[src/rtl/bcd_stopwatch.sv]
// MM:SS BCD stopwatch running on the main clock.
// tick_in (1 Hz divided clock level), start_stop and clear are sampled as data,
// synchronized, and edge-detected. A three-state FSM (IDLE/RUN/PAUSE) gates
// counting. Minutes wrap after MIN_LIMIT:59 with a one-clock wrap pulse.
//
// Input conditioning (all signals are levels; "edge" = sync_q & ~prev_q):
//   start_stop, clear : 2-FF synchronizer, then the edge/level is used.
//   tick_in           : 2-FF synchronizer when TICK_SYNC=1, a single
//                       registering stage when TICK_SYNC=0 (input is already
//                       clk-synchronous). A rise ahead of clk edge k updates the
//                       count at edge k+2 (TICK_SYNC=1) or at edge k+1 (TICK_SYNC=0).
// clear is level-sensitive and overrides everything else in the same cycle.
// MIN_LIMIT is expected to lie in 1..99.
module bcd_stopwatch #(
    parameter int MIN_LIMIT = 59,
    parameter int TICK_SYNC = 1
) (
    input  logic       clk,
    input  logic       reset,
    input  logic       tick_in,
    input  logic       start_stop,
    input  logic       clear,
    output logic [3:0] sec_ones,
    output logic [3:0] sec_tens,
    output logic [3:0] min_ones,
    output logic [3:0] min_tens,
    output logic       running,
    output logic       wrap
);

    typedef enum logic [1:0] {
        S_IDLE  = 2'd0,
        S_RUN   = 2'd1,
        S_PAUSE = 2'd2
    } state_e;

    localparam logic [3:0] LIM_TENS = 4'(MIN_LIMIT / 10);
    localparam logic [3:0] LIM_ONES = 4'(MIN_LIMIT % 10);

    // ---------------------------------------------------------------
    // Input conditioning
    // ---------------------------------------------------------------
    logic ss_meta_q, ss_sync_q, ss_prev_q;
    logic clr_meta_q, clr_sync_q;
    logic tick_sync_q, tick_prev_q;
    logic ss_edge, tick_edge, clear_s;

    // Two-stage synchronizers for the button levels plus the ss edge history.
    always_ff @(posedge clk or negedge reset) begin
        if (!reset) begin
            ss_meta_q  <= 1'b0;
            ss_sync_q  <= 1'b0;
            ss_prev_q  <= 1'b0;
            clr_meta_q <= 1'b0;
            clr_sync_q <= 1'b0;
        end else begin
            ss_meta_q  <= start_stop;
            ss_sync_q  <= ss_meta_q;
            ss_prev_q  <= ss_sync_q;
            clr_meta_q <= clear;
            clr_sync_q <= clr_meta_q;
        end
    end

    generate
        if (TICK_SYNC != 0) begin : g_tick_sync
            logic tick_meta_q;
            // Full 2-FF synchronizer for an asynchronous tick source.
            always_ff @(posedge clk or negedge reset) begin
                if (!reset) begin
                    tick_meta_q <= 1'b0;
                    tick_sync_q <= 1'b0;
                end else begin
                    tick_meta_q <= tick_in;
                    tick_sync_q <= tick_meta_q;
                end
            end
        end else begin : g_tick_direct
            // Tick already synchronous: one register stage feeds the edge detector.
            always_ff @(posedge clk or negedge reset) begin
                if (!reset) begin
                    tick_sync_q <= 1'b0;
                end else begin
                    tick_sync_q <= tick_in;
                end
            end
        end
    endgenerate

    // Tick edge history.
    always_ff @(posedge clk or negedge reset) begin
        if (!reset) begin
            tick_prev_q <= 1'b0;
        end else begin
            tick_prev_q <= tick_sync_q;
        end
    end

    assign ss_edge   = ss_sync_q & ~ss_prev_q;
    assign tick_edge = tick_sync_q & ~tick_prev_q;
    assign clear_s   = clr_sync_q;

    // ---------------------------------------------------------------
    // Count and FSM registers
    // ---------------------------------------------------------------
    state_e     state_q, state_d;
    logic [3:0] sec_ones_q, sec_ones_d;
    logic [3:0] sec_tens_q, sec_tens_d;
    logic [3:0] min_ones_q, min_ones_d;
    logic [3:0] min_tens_q, min_tens_d;
    logic       wrap_q, wrap_d;

    logic [3:0] n_so, n_st, n_mo, n_mt;
    logic       at_max;

    // State, digit and wrap registers.
    always_ff @(posedge clk or negedge reset) begin
        if (!reset) begin
            state_q    <= S_IDLE;
            sec_ones_q <= 4'd0;
            sec_tens_q <= 4'd0;
            min_ones_q <= 4'd0;
            min_tens_q <= 4'd0;
            wrap_q     <= 1'b0;
        end else begin
            state_q    <= state_d;
            sec_ones_q <= sec_ones_d;
            sec_tens_q <= sec_tens_d;
            min_ones_q <= min_ones_d;
            min_tens_q <= min_tens_d;
            wrap_q     <= wrap_d;
        end
    end

    assign at_max = (sec_ones_q == 4'd9) && (sec_tens_q == 4'd5) &&
                    (min_ones_q == LIM_ONES) && (min_tens_q == LIM_TENS);

    // Incremented BCD value of the current count, including the rollover.
    always_comb begin
        n_so = sec_ones_q + 4'd1;
        n_st = sec_tens_q;
        n_mo = min_ones_q;
        n_mt = min_tens_q;
        if (at_max) begin
            n_so = 4'd0;
            n_st = 4'd0;
            n_mo = 4'd0;
            n_mt = 4'd0;
        end else if (sec_ones_q >= 4'd9) begin
            n_so = 4'd0;
            if (sec_tens_q >= 4'd5) begin
                n_st = 4'd0;
                if (min_ones_q >= 4'd9) begin
                    n_mo = 4'd0;
                    n_mt = min_tens_q + 4'd1;
                end else begin
                    n_mo = min_ones_q + 4'd1;
                end
            end else begin
                n_st = sec_tens_q + 4'd1;
            end
        end
    end

    // Next-state and next-count: clear dominates, only RUN advances on a tick.
    always_comb begin
        state_d    = state_q;
        sec_ones_d = sec_ones_q;
        sec_tens_d = sec_tens_q;
        min_ones_d = min_ones_q;
        min_tens_d = min_tens_q;
        wrap_d     = 1'b0;
        if (clear_s) begin
            state_d    = S_IDLE;
            sec_ones_d = 4'd0;
            sec_tens_d = 4'd0;
            min_ones_d = 4'd0;
            min_tens_d = 4'd0;
        end else begin
            case (state_q)
                S_IDLE: begin
                    sec_ones_d = 4'd0;
                    sec_tens_d = 4'd0;
                    min_ones_d = 4'd0;
                    min_tens_d = 4'd0;
                    if (ss_edge) state_d = S_RUN;
                end
                S_RUN: begin
                    if (tick_edge) begin
                        sec_ones_d = n_so;
                        sec_tens_d = n_st;
                        min_ones_d = n_mo;
                        min_tens_d = n_mt;
                        wrap_d     = at_max;
                    end
                    if (ss_edge) state_d = S_PAUSE;
                end
                S_PAUSE: begin
                    if (ss_edge) state_d = S_RUN;
                end
                default: begin
                    state_d    = S_IDLE;
                    sec_ones_d = 4'd0;
                    sec_tens_d = 4'd0;
                    min_ones_d = 4'd0;
                    min_tens_d = 4'd0;
                end
            endcase
        end
    end

    assign sec_ones = sec_ones_q;
    assign sec_tens = sec_tens_q;
    assign min_ones = min_ones_q;
    assign min_tens = min_tens_q;
    assign running  = (state_q == S_RUN);
    assign wrap     = wrap_q;

endmodule

[config.mk]
export PLATFORM = sky130hd
export DESIGN_NAME = bcd_stopwatch
export DESIGN_NICKNAME = d
export VERILOG_FILES = /design/src/rtl/bcd_stopwatch.sv
export SDC_FILE = /design/constraint.sdc
export NUM_CORES = 1
export LEC_CHECK = 0
export ABC_CLOCK_PERIOD_IN_PS = 4100
export BUFFER_PORTS_ARGS = -buffer_cell sky130_fd_sc_hd__buf_2
export CORE_MARGIN = 2
export CORE_UTILIZATION = 60
export CTS_BUF_LIST = sky130_fd_sc_hd__clkbuf_4 sky130_fd_sc_hd__clkbuf_8
export DETAILED_ROUTE_END_ITERATION = 8
export PLACE_DENSITY = 0.8
export RECOVER_POWER = 100
export SETUP_SLACK_MARGIN = 0.4
export SKIP_LAST_GASP = 1
export SLEW_MARGIN = 10
export SYNTH_ARGS = -nofsm -noshare
export SYNTH_HDL_FRONTEND = slang
export SYNTH_SLANG_ARGS = --single-unit
[constraint.sdc]
create_clock -name clk -period 4.1 [get_ports clk]
set_input_delay 0.205 -clock clk [delete_from_list [all_inputs] [get_ports clk]]
set_output_delay 0.205 -clock clk [all_outputs]
set_load 0.1 [all_outputs]
== Word-level counts from Yosys, hierarchy flattened ==
Index checks and enable logic that the tools add are counted.

* Word-level logic and storage cells: 80
* Output and inout bits: 18
* Input bits: 5
* Flip-flop bits (word level): 27

* $add $sub $neg: 4
* Bitwise logic cells: 4
* Eq/ne operators: 13
* Multiplexer cells: 32
* Reduce and logical (&&, ||, !) cells: 10
* Magnitude comparators: 3

{| class="wikitable"
|+ Operator list
! cell !! number
|-
| 4-bit two-way mux || 21
|-
| 4-bit one-hot mux with 2 select lines || 4
|-
| 4-bit by 1-bit adder with 4-bit output, second input constant || 4
|-
| 4-bit by 1-bit != test with 1-bit output, second input constant || 3
|-
| 3-bit by 1-bit != test with 1-bit output, second input constant || 3
|-
| 4-bit by 3-bit == test with 1-bit output, second input constant || 2
|-
| 4-bit == test, second input constant || 2
|-
| 4-bit >= comparator, second input constant || 2
|-
| 2-bit two-way mux || 3
|-
| 5-bit AND reduction || 1
|-
| 4-bit by 3-bit >= comparator with 1-bit output, second input constant || 1
|-
| 2-bit one-hot mux with 2 select lines || 1
|-
| 2-bit AND reduction || 2
|-
| 4-bit AND reduction || 1
|-
| 1-bit logical AND || 3
|-
| 1-bit two-way mux || 3
|-
| 3-bit AND reduction || 1
|-
| 1-bit bitwise AND || 2
|-
| 2-bit by 1-bit == test with 1-bit output, second input constant || 1
|-
| 2-bit == test, second input constant || 1
|-
| 2-bit zero test || 1
|-
| 2-bit != test, second input constant || 1
|-
| 1-bit inverter || 2
|-
| 2-bit OR reduction || 1
|}

== Longest topological paths before layout ==
* Depth after elaboration: 8
* Mapped depth: 7
* Mapped depth without buffers: 7

== Worst setup path after synthesis ==
Ideal clock, no wire load.

* Path kind: flip-flop to flip-flop
* From: reg sec_tens_q[1] (netlist: sec_tens[1])
* To: reg min_tens_q[1] (netlist: min_tens[1])
* Stages on the path, launching flop included: 8
* Buffers on the path: 0
* Arrival time: 2.343 ns
* Data required time: 3.973 ns
* Setup time: 0.127 ns
* Clock period less this slack: 2.470 ns
* Slack: 1.630 ns
* Cells stage by stage: dfrtp_1 > inv_1 > ha_1 > nand2b_1 > a21o_1 > and3_1 > o21a_4 > mux2_4

* Longest elaborated chain between the ends: 8
* Elaborated cells between the ends (all ways): 13
* Those cells by class: order compare (1); eq/ne (4); mux (4); reduce/logical (4)

{| class="wikitable"
|+ RTL lines
! item !! RTL line !! source
|-
| from (decl) || 108 || <nowiki>logic [3:0] sec_tens_q, sec_tens_d;</nowiki>
|-
| from (signal assigned) || 128 || <nowiki>sec_tens_q <= sec_tens_d;</nowiki>
|-
| 4-bit by 3-bit == test with 1-bit output || 135 || <nowiki>assign at_max = (sec_ones_q == 4'd9) && (sec_tens_q == 4'd5) &&</nowiki>
|-
| 1-bit logical AND (2 in a row) || 135 ||
|-
| 1-bit logical AND || 136 || <nowiki>(min_ones_q == LIM_ONES) && (min_tens_q == LIM_TENS);</nowiki>
|-
| 4-bit two-way mux || 144 || <nowiki>if (at_max) begin</nowiki>
|-
| 4-bit two-way mux || 189 || <nowiki>if (tick_edge) begin</nowiki>
|-
| 4-bit one-hot mux with 2 select lines || 180 || <nowiki>case (state_q)</nowiki>
|-
| 4-bit two-way mux || 173 || <nowiki>if (clear_s) begin</nowiki>
|-
| to (signal assigned) || 130 || <nowiki>min_tens_q <= min_tens_d;</nowiki>
|-
| to (decl) || 110 || <nowiki>logic [3:0] min_tens_q, min_tens_d;</nowiki>
|}

Parallel ways exist; a longest one is shown, timed or not. The select of a mux whose other input is x is not followed.
A chain may end at the register's enable or synchronous reset.

== Worst setup path after layout ==
* From: reg sec_ones_q[1] (netlist: sec_ones[1])
* To: reg min_tens_q[1] (netlist: min_tens[1])

* Longest elaborated chain between the ends: 8
* Elaborated cells between the ends (all ways): 13
* Those cells by class: order compare (1); eq/ne (4); mux (4); reduce/logical (4)

{| class="wikitable"
|+ RTL lines
! item !! RTL line !! source
|-
| from (decl) || 107 || <nowiki>logic [3:0] sec_ones_q, sec_ones_d;</nowiki>
|-
| from (signal assigned) || 127 || <nowiki>sec_ones_q <= sec_ones_d;</nowiki>
|-
| 4-bit == test || 135 ||
|-
| 1-bit logical AND (2 in a row) || 135 ||
|-
| 1-bit logical AND || 136 ||
|-
| 4-bit two-way mux || 144 ||
|-
| 4-bit two-way mux || 189 ||
|-
| 4-bit one-hot mux with 2 select lines || 180 ||
|-
| 4-bit two-way mux || 173 ||
|}

Parallel ways exist; a longest one is shown, timed or not. The select of a mux whose other input is x is not followed.

==> run_results.csv <==
group,metric,value,unit
synth,synthAdderAreaFrac,0.102,
cells_and_area,drive_gt1_frac,0.0654,
die,die-area,0.00265,mm^2
cells_and_area,nNetsFinal,170,
timing,skew,0.00735,ns
synth,synthMuxAreaShare,0.0416,
timing,fmax,0.476,GHz
timing,setup_viol,0,
routing,vias,1008,
placed_design,dpl.hpwl,1890,um
timing,setup_tns,0,ns
setup_path,startpoint_type,"register",
clock_network,cts_hold_buf,4,
synth,yosys_warnings,0,
cells_and_area,layout.cells.non_filler,181,
clock_network,htreeDepth,1,
cells_and_area,final_core_util,0.696,
synth,syn_avg_cell_area,10.8,um^2
synth,ys_seq_elements,27,
global_route,grt_pass1_vias,966,
die,pin_count,23,
routing,drc,0,
synth,synth_xor_area_frac,0.0129,
worst_hold_path,holdPathEnd,"ss_sync_q$_DFF_PN0_",
global_route,antenna_found_initial,0,
setup_path,reg2reg_slack,2.00,ns
global_route,grt_max_degree,28,
timing,period_minus_slack,2.10,ns
flow_run,maxCapViolCount,0,
synth,synthesis.nets,141,
setup_path,slowest_stage,"dfrtp_1",
setup_path,worstPathCellList,"inv_1 > ha_1 > nor2_1 > a21boi_0 > and3_1 > o21a_1 > mux2_1",
timing,tightestPinTransition,1.38,ns
clock_network,path_clk_slew,0.16,ns
routing,wl,2520,um
run_status,run_status,"complete, no violations",
placed_design,dp.cells,173,
global_route,grt_pass1_wl,4180,um
setup_path,worst-r2r-cell-count,7,
clock_network,numCtsBuffers,3,
die,die_width,51.5,um
synth,synthArstFlopShare,1.00,
global_route,grt.overflow.total,0,
timing,max_slew_margin,0.0816,
routing,firstDrtPassIters,4,
clock_network,clock-sinks,27,
worst_hold_path,hold_path_depth,0,
synth,synth_edf_count,0,
synth,synth_area,0.00135,mm^2
timing,drv_slew,0,
routing,avgRoutedWirePerCell,13.9,um
placed_design,portBuffers,22,
power_and_ir_drop,ir_worst_vdd,0.305,mV
die,dieHeight,51.5,um
setup_path,reg2reg_from,"sec_ones[1]$_DFFE_PN0P_",
timing,rsz0062_at_grt,"false",
routing,drtIter0Drc,14,
die,start_util,0.624,
global_route,track_usage,0.216,
power_and_ir_drop,p_leak,0.000689,uW
clock_network,ctsResizeCount,0,
setup_path,cp-end-kind,"register",
setup_path,arrival,2.33,ns
cells_and_area,nFillCells,181,
cells_and_area,antennaDiodeCount,0,
synth,synthCells,125,
die,rows,17,
clock_network,cts_setup_buffers,0,
cells_and_area,area_growth_syn_to_layout,11.6,%
clock_network,clock_path_buffers,2,
power_and_ir_drop,power.total,466,uW
setup_path,crit_start,"sec_ones[1]$_DFFE_PN0P_",
synth,synth_compound_area_frac,0.127,
setup_path,cp_max_fo,5,
clock_network,cts_root_buf,"clkbuf_4",
setup_path,r2r_end,"min_tens[1]$_DFFE_PN0P_",
die,core-area,0.00217,mm^2
routing,antenna_left,0,
setup_path,criticalPathCategory,"reg2reg",
clock_network,cts_tree,"yes",
timing,fin_crit_sh,0.513,
timing,finalHoldViolCount,0,
placed_design,gp_congestion,0.840,
worst_hold_path,min_from,"ss_meta_q$_DFF_PN0_",
routing,viasPerCell,5.57,
clock_network,insertion_delay,0.33,ns
synth,synth_top_family_by_area,"simple AND/OR/NAND/NOR gates",
setup_path,max_stage_delay,0.44,ns
setup_path,cp.required,4.33,ns
synth,ys_types,40,
worst_hold_path,worstHoldPathType,"reg2reg",
synth,synth-simple-area-share,0.184,
power_and_ir_drop,powerDensity,308,mW/mm^2
synth,ys.flop_type,"dfrtp_1",
synth,seq_area_frac_synth,0.499,
[worst max-delay path by stage]
| stage | to | cells past startpoint |
|---|---|---|
| final | min_tens[1]$_DFFE_PN0P_ | 7 |
| after global routing | min_tens[1]$_DFFE_PN0P_ | 7 |
| after CTS | min_tens[1]$_DFFE_PN0P_ | 7 |
| after detailed placement | min_tens[1]$_DFFE_PN0P_ | 7 |
| after global placement | min_tens[1]$_DFFE_PN0P_ | 6 |
| after floorplan | min_tens[1]$_DFFE_PN0P_ | 7 |
[layer usage]
metal	vias to the layer above	GRT usage	wire length (um)
met5	-	0	0
met4	0	0.0965	48
met3	6	0.0374	78
met2	20	0.387	1270
met1	489	0.252	1120
li1	493	-	-
[synthesized netlist by cell type (2+ instances only)]
cell type  count  area share
a21boi_1       2       0.011
a21o_1         2       0.011
a21oi_1        2      0.0074
a31oi_1        2      0.0092
a41oi_1        2       0.013
and3_1         3       0.014
and4b_1        2       0.015
dfrtp_1       27        0.50
ha_1          11        0.10
inv_1          8       0.022
mux2i_1        3       0.022
nand2_1        7       0.019
nand2b_1       5       0.023
nand3_1        3       0.011
nor2_1        14       0.039
nor3_1         4       0.015
o21ai_0        3       0.011
o21ai_1        3       0.011
[cell usage in the layout, fill, tap and decap left out, types with 2 or more instances in the layout]
master          n
a21oi_1         2
dlygate4sd3_1   4
and3_1          3
nand3_1         3
inv_1           8
ha_1           11
o21ai_1         3
nand2_1         8
clkbuf_1       19
nor2_1         14
mux2i_1         3
and4b_1         2
mux2_1          2
a31oi_1         2
nor3_1          4
buf_2           3
dfrtp_1        27
clkbuf_4        3
a41oi_1         2
nand2b_1        5
a21o_1          2
o21ai_0         3
[power breakdown]
part | internal, uW | leakage, uW | switching, uW
logic | 16.8 | 0.000314 | 45.6
clock network | 39.8 | 0.0000183 | 83.6
registers | 273 | 0.000357 | 6.56
total | 330 | 0.000689 | 136
[flip-flops by register name, indices dropped and copies added, names as in the netlist]
| register | count |
|---|---|
| clear_s | 1 |
| min_tens | 4 |
| min_ones | 4 |
| sec_ones | 4 |
| tick_prev_q | 1 |
| ss_meta_q | 1 |
| ss_sync_q | 1 |
| g_tick_sync.tick_meta_q | 1 |
| sec_tens | 4 |
| state_q | 2 |
| clr_meta_q | 1 |
| ss_prev_q | 1 |
| wrap | 1 |
| tick_sync_q | 1 |
[stage by stage]
stage / area [um^2] / setup slack [ns] / hold WS [ns]
after floorplan: 1350 / 1.63 / -0.0906
after global placement: 1480 / 2.28 / 0.222
after detailed placement: 1480 / 2.22 / 0.235
after CTS: 1550 / 2.20 / 0.375
after global routing: 1510 / 1.84 / 0.382
final: 1510 / 2.00 / 0.373
[worst max-delay path, delay by kind of cell (launching register included)]
kind                     cells  cell delay [ns]
adder cells (fa/ha/maj)      1             0.17
flip-flops                   1             0.44
AND/OR/NAND/NOR              2             0.32
AO/OA/AOI/OAI                2             0.62
buffers and inverters        1             0.11
multiplexers                 1             0.34
[area by class of cell]
type	count	area (um^2)	area share
clock buffers	3	22.5	0.0149
clock inverters	1	8.76	0.00580
inverters	8	30.0	0.0199
multi-input cells	88	612	0.405
flip-flops and latches	27	676	0.447
well taps	28	35.0	0.0232
repair buffers	26	126	0.0837
[cells by family (layout without fill, tap and decap cells)]
kind of cell | Yosys count | after routing
AOI/OAI and AO/OA | 23 | 23
buffers and inverters | 10 | 38
xor gates and xnor gates | 2 | 2
DFF | 27 | 27
adders and majority gates | 11 | 11
muxes | 5 | 5
and+or+nand+nor | 47 | 47
No activity file was read; power rests on OpenSTA's default activity.
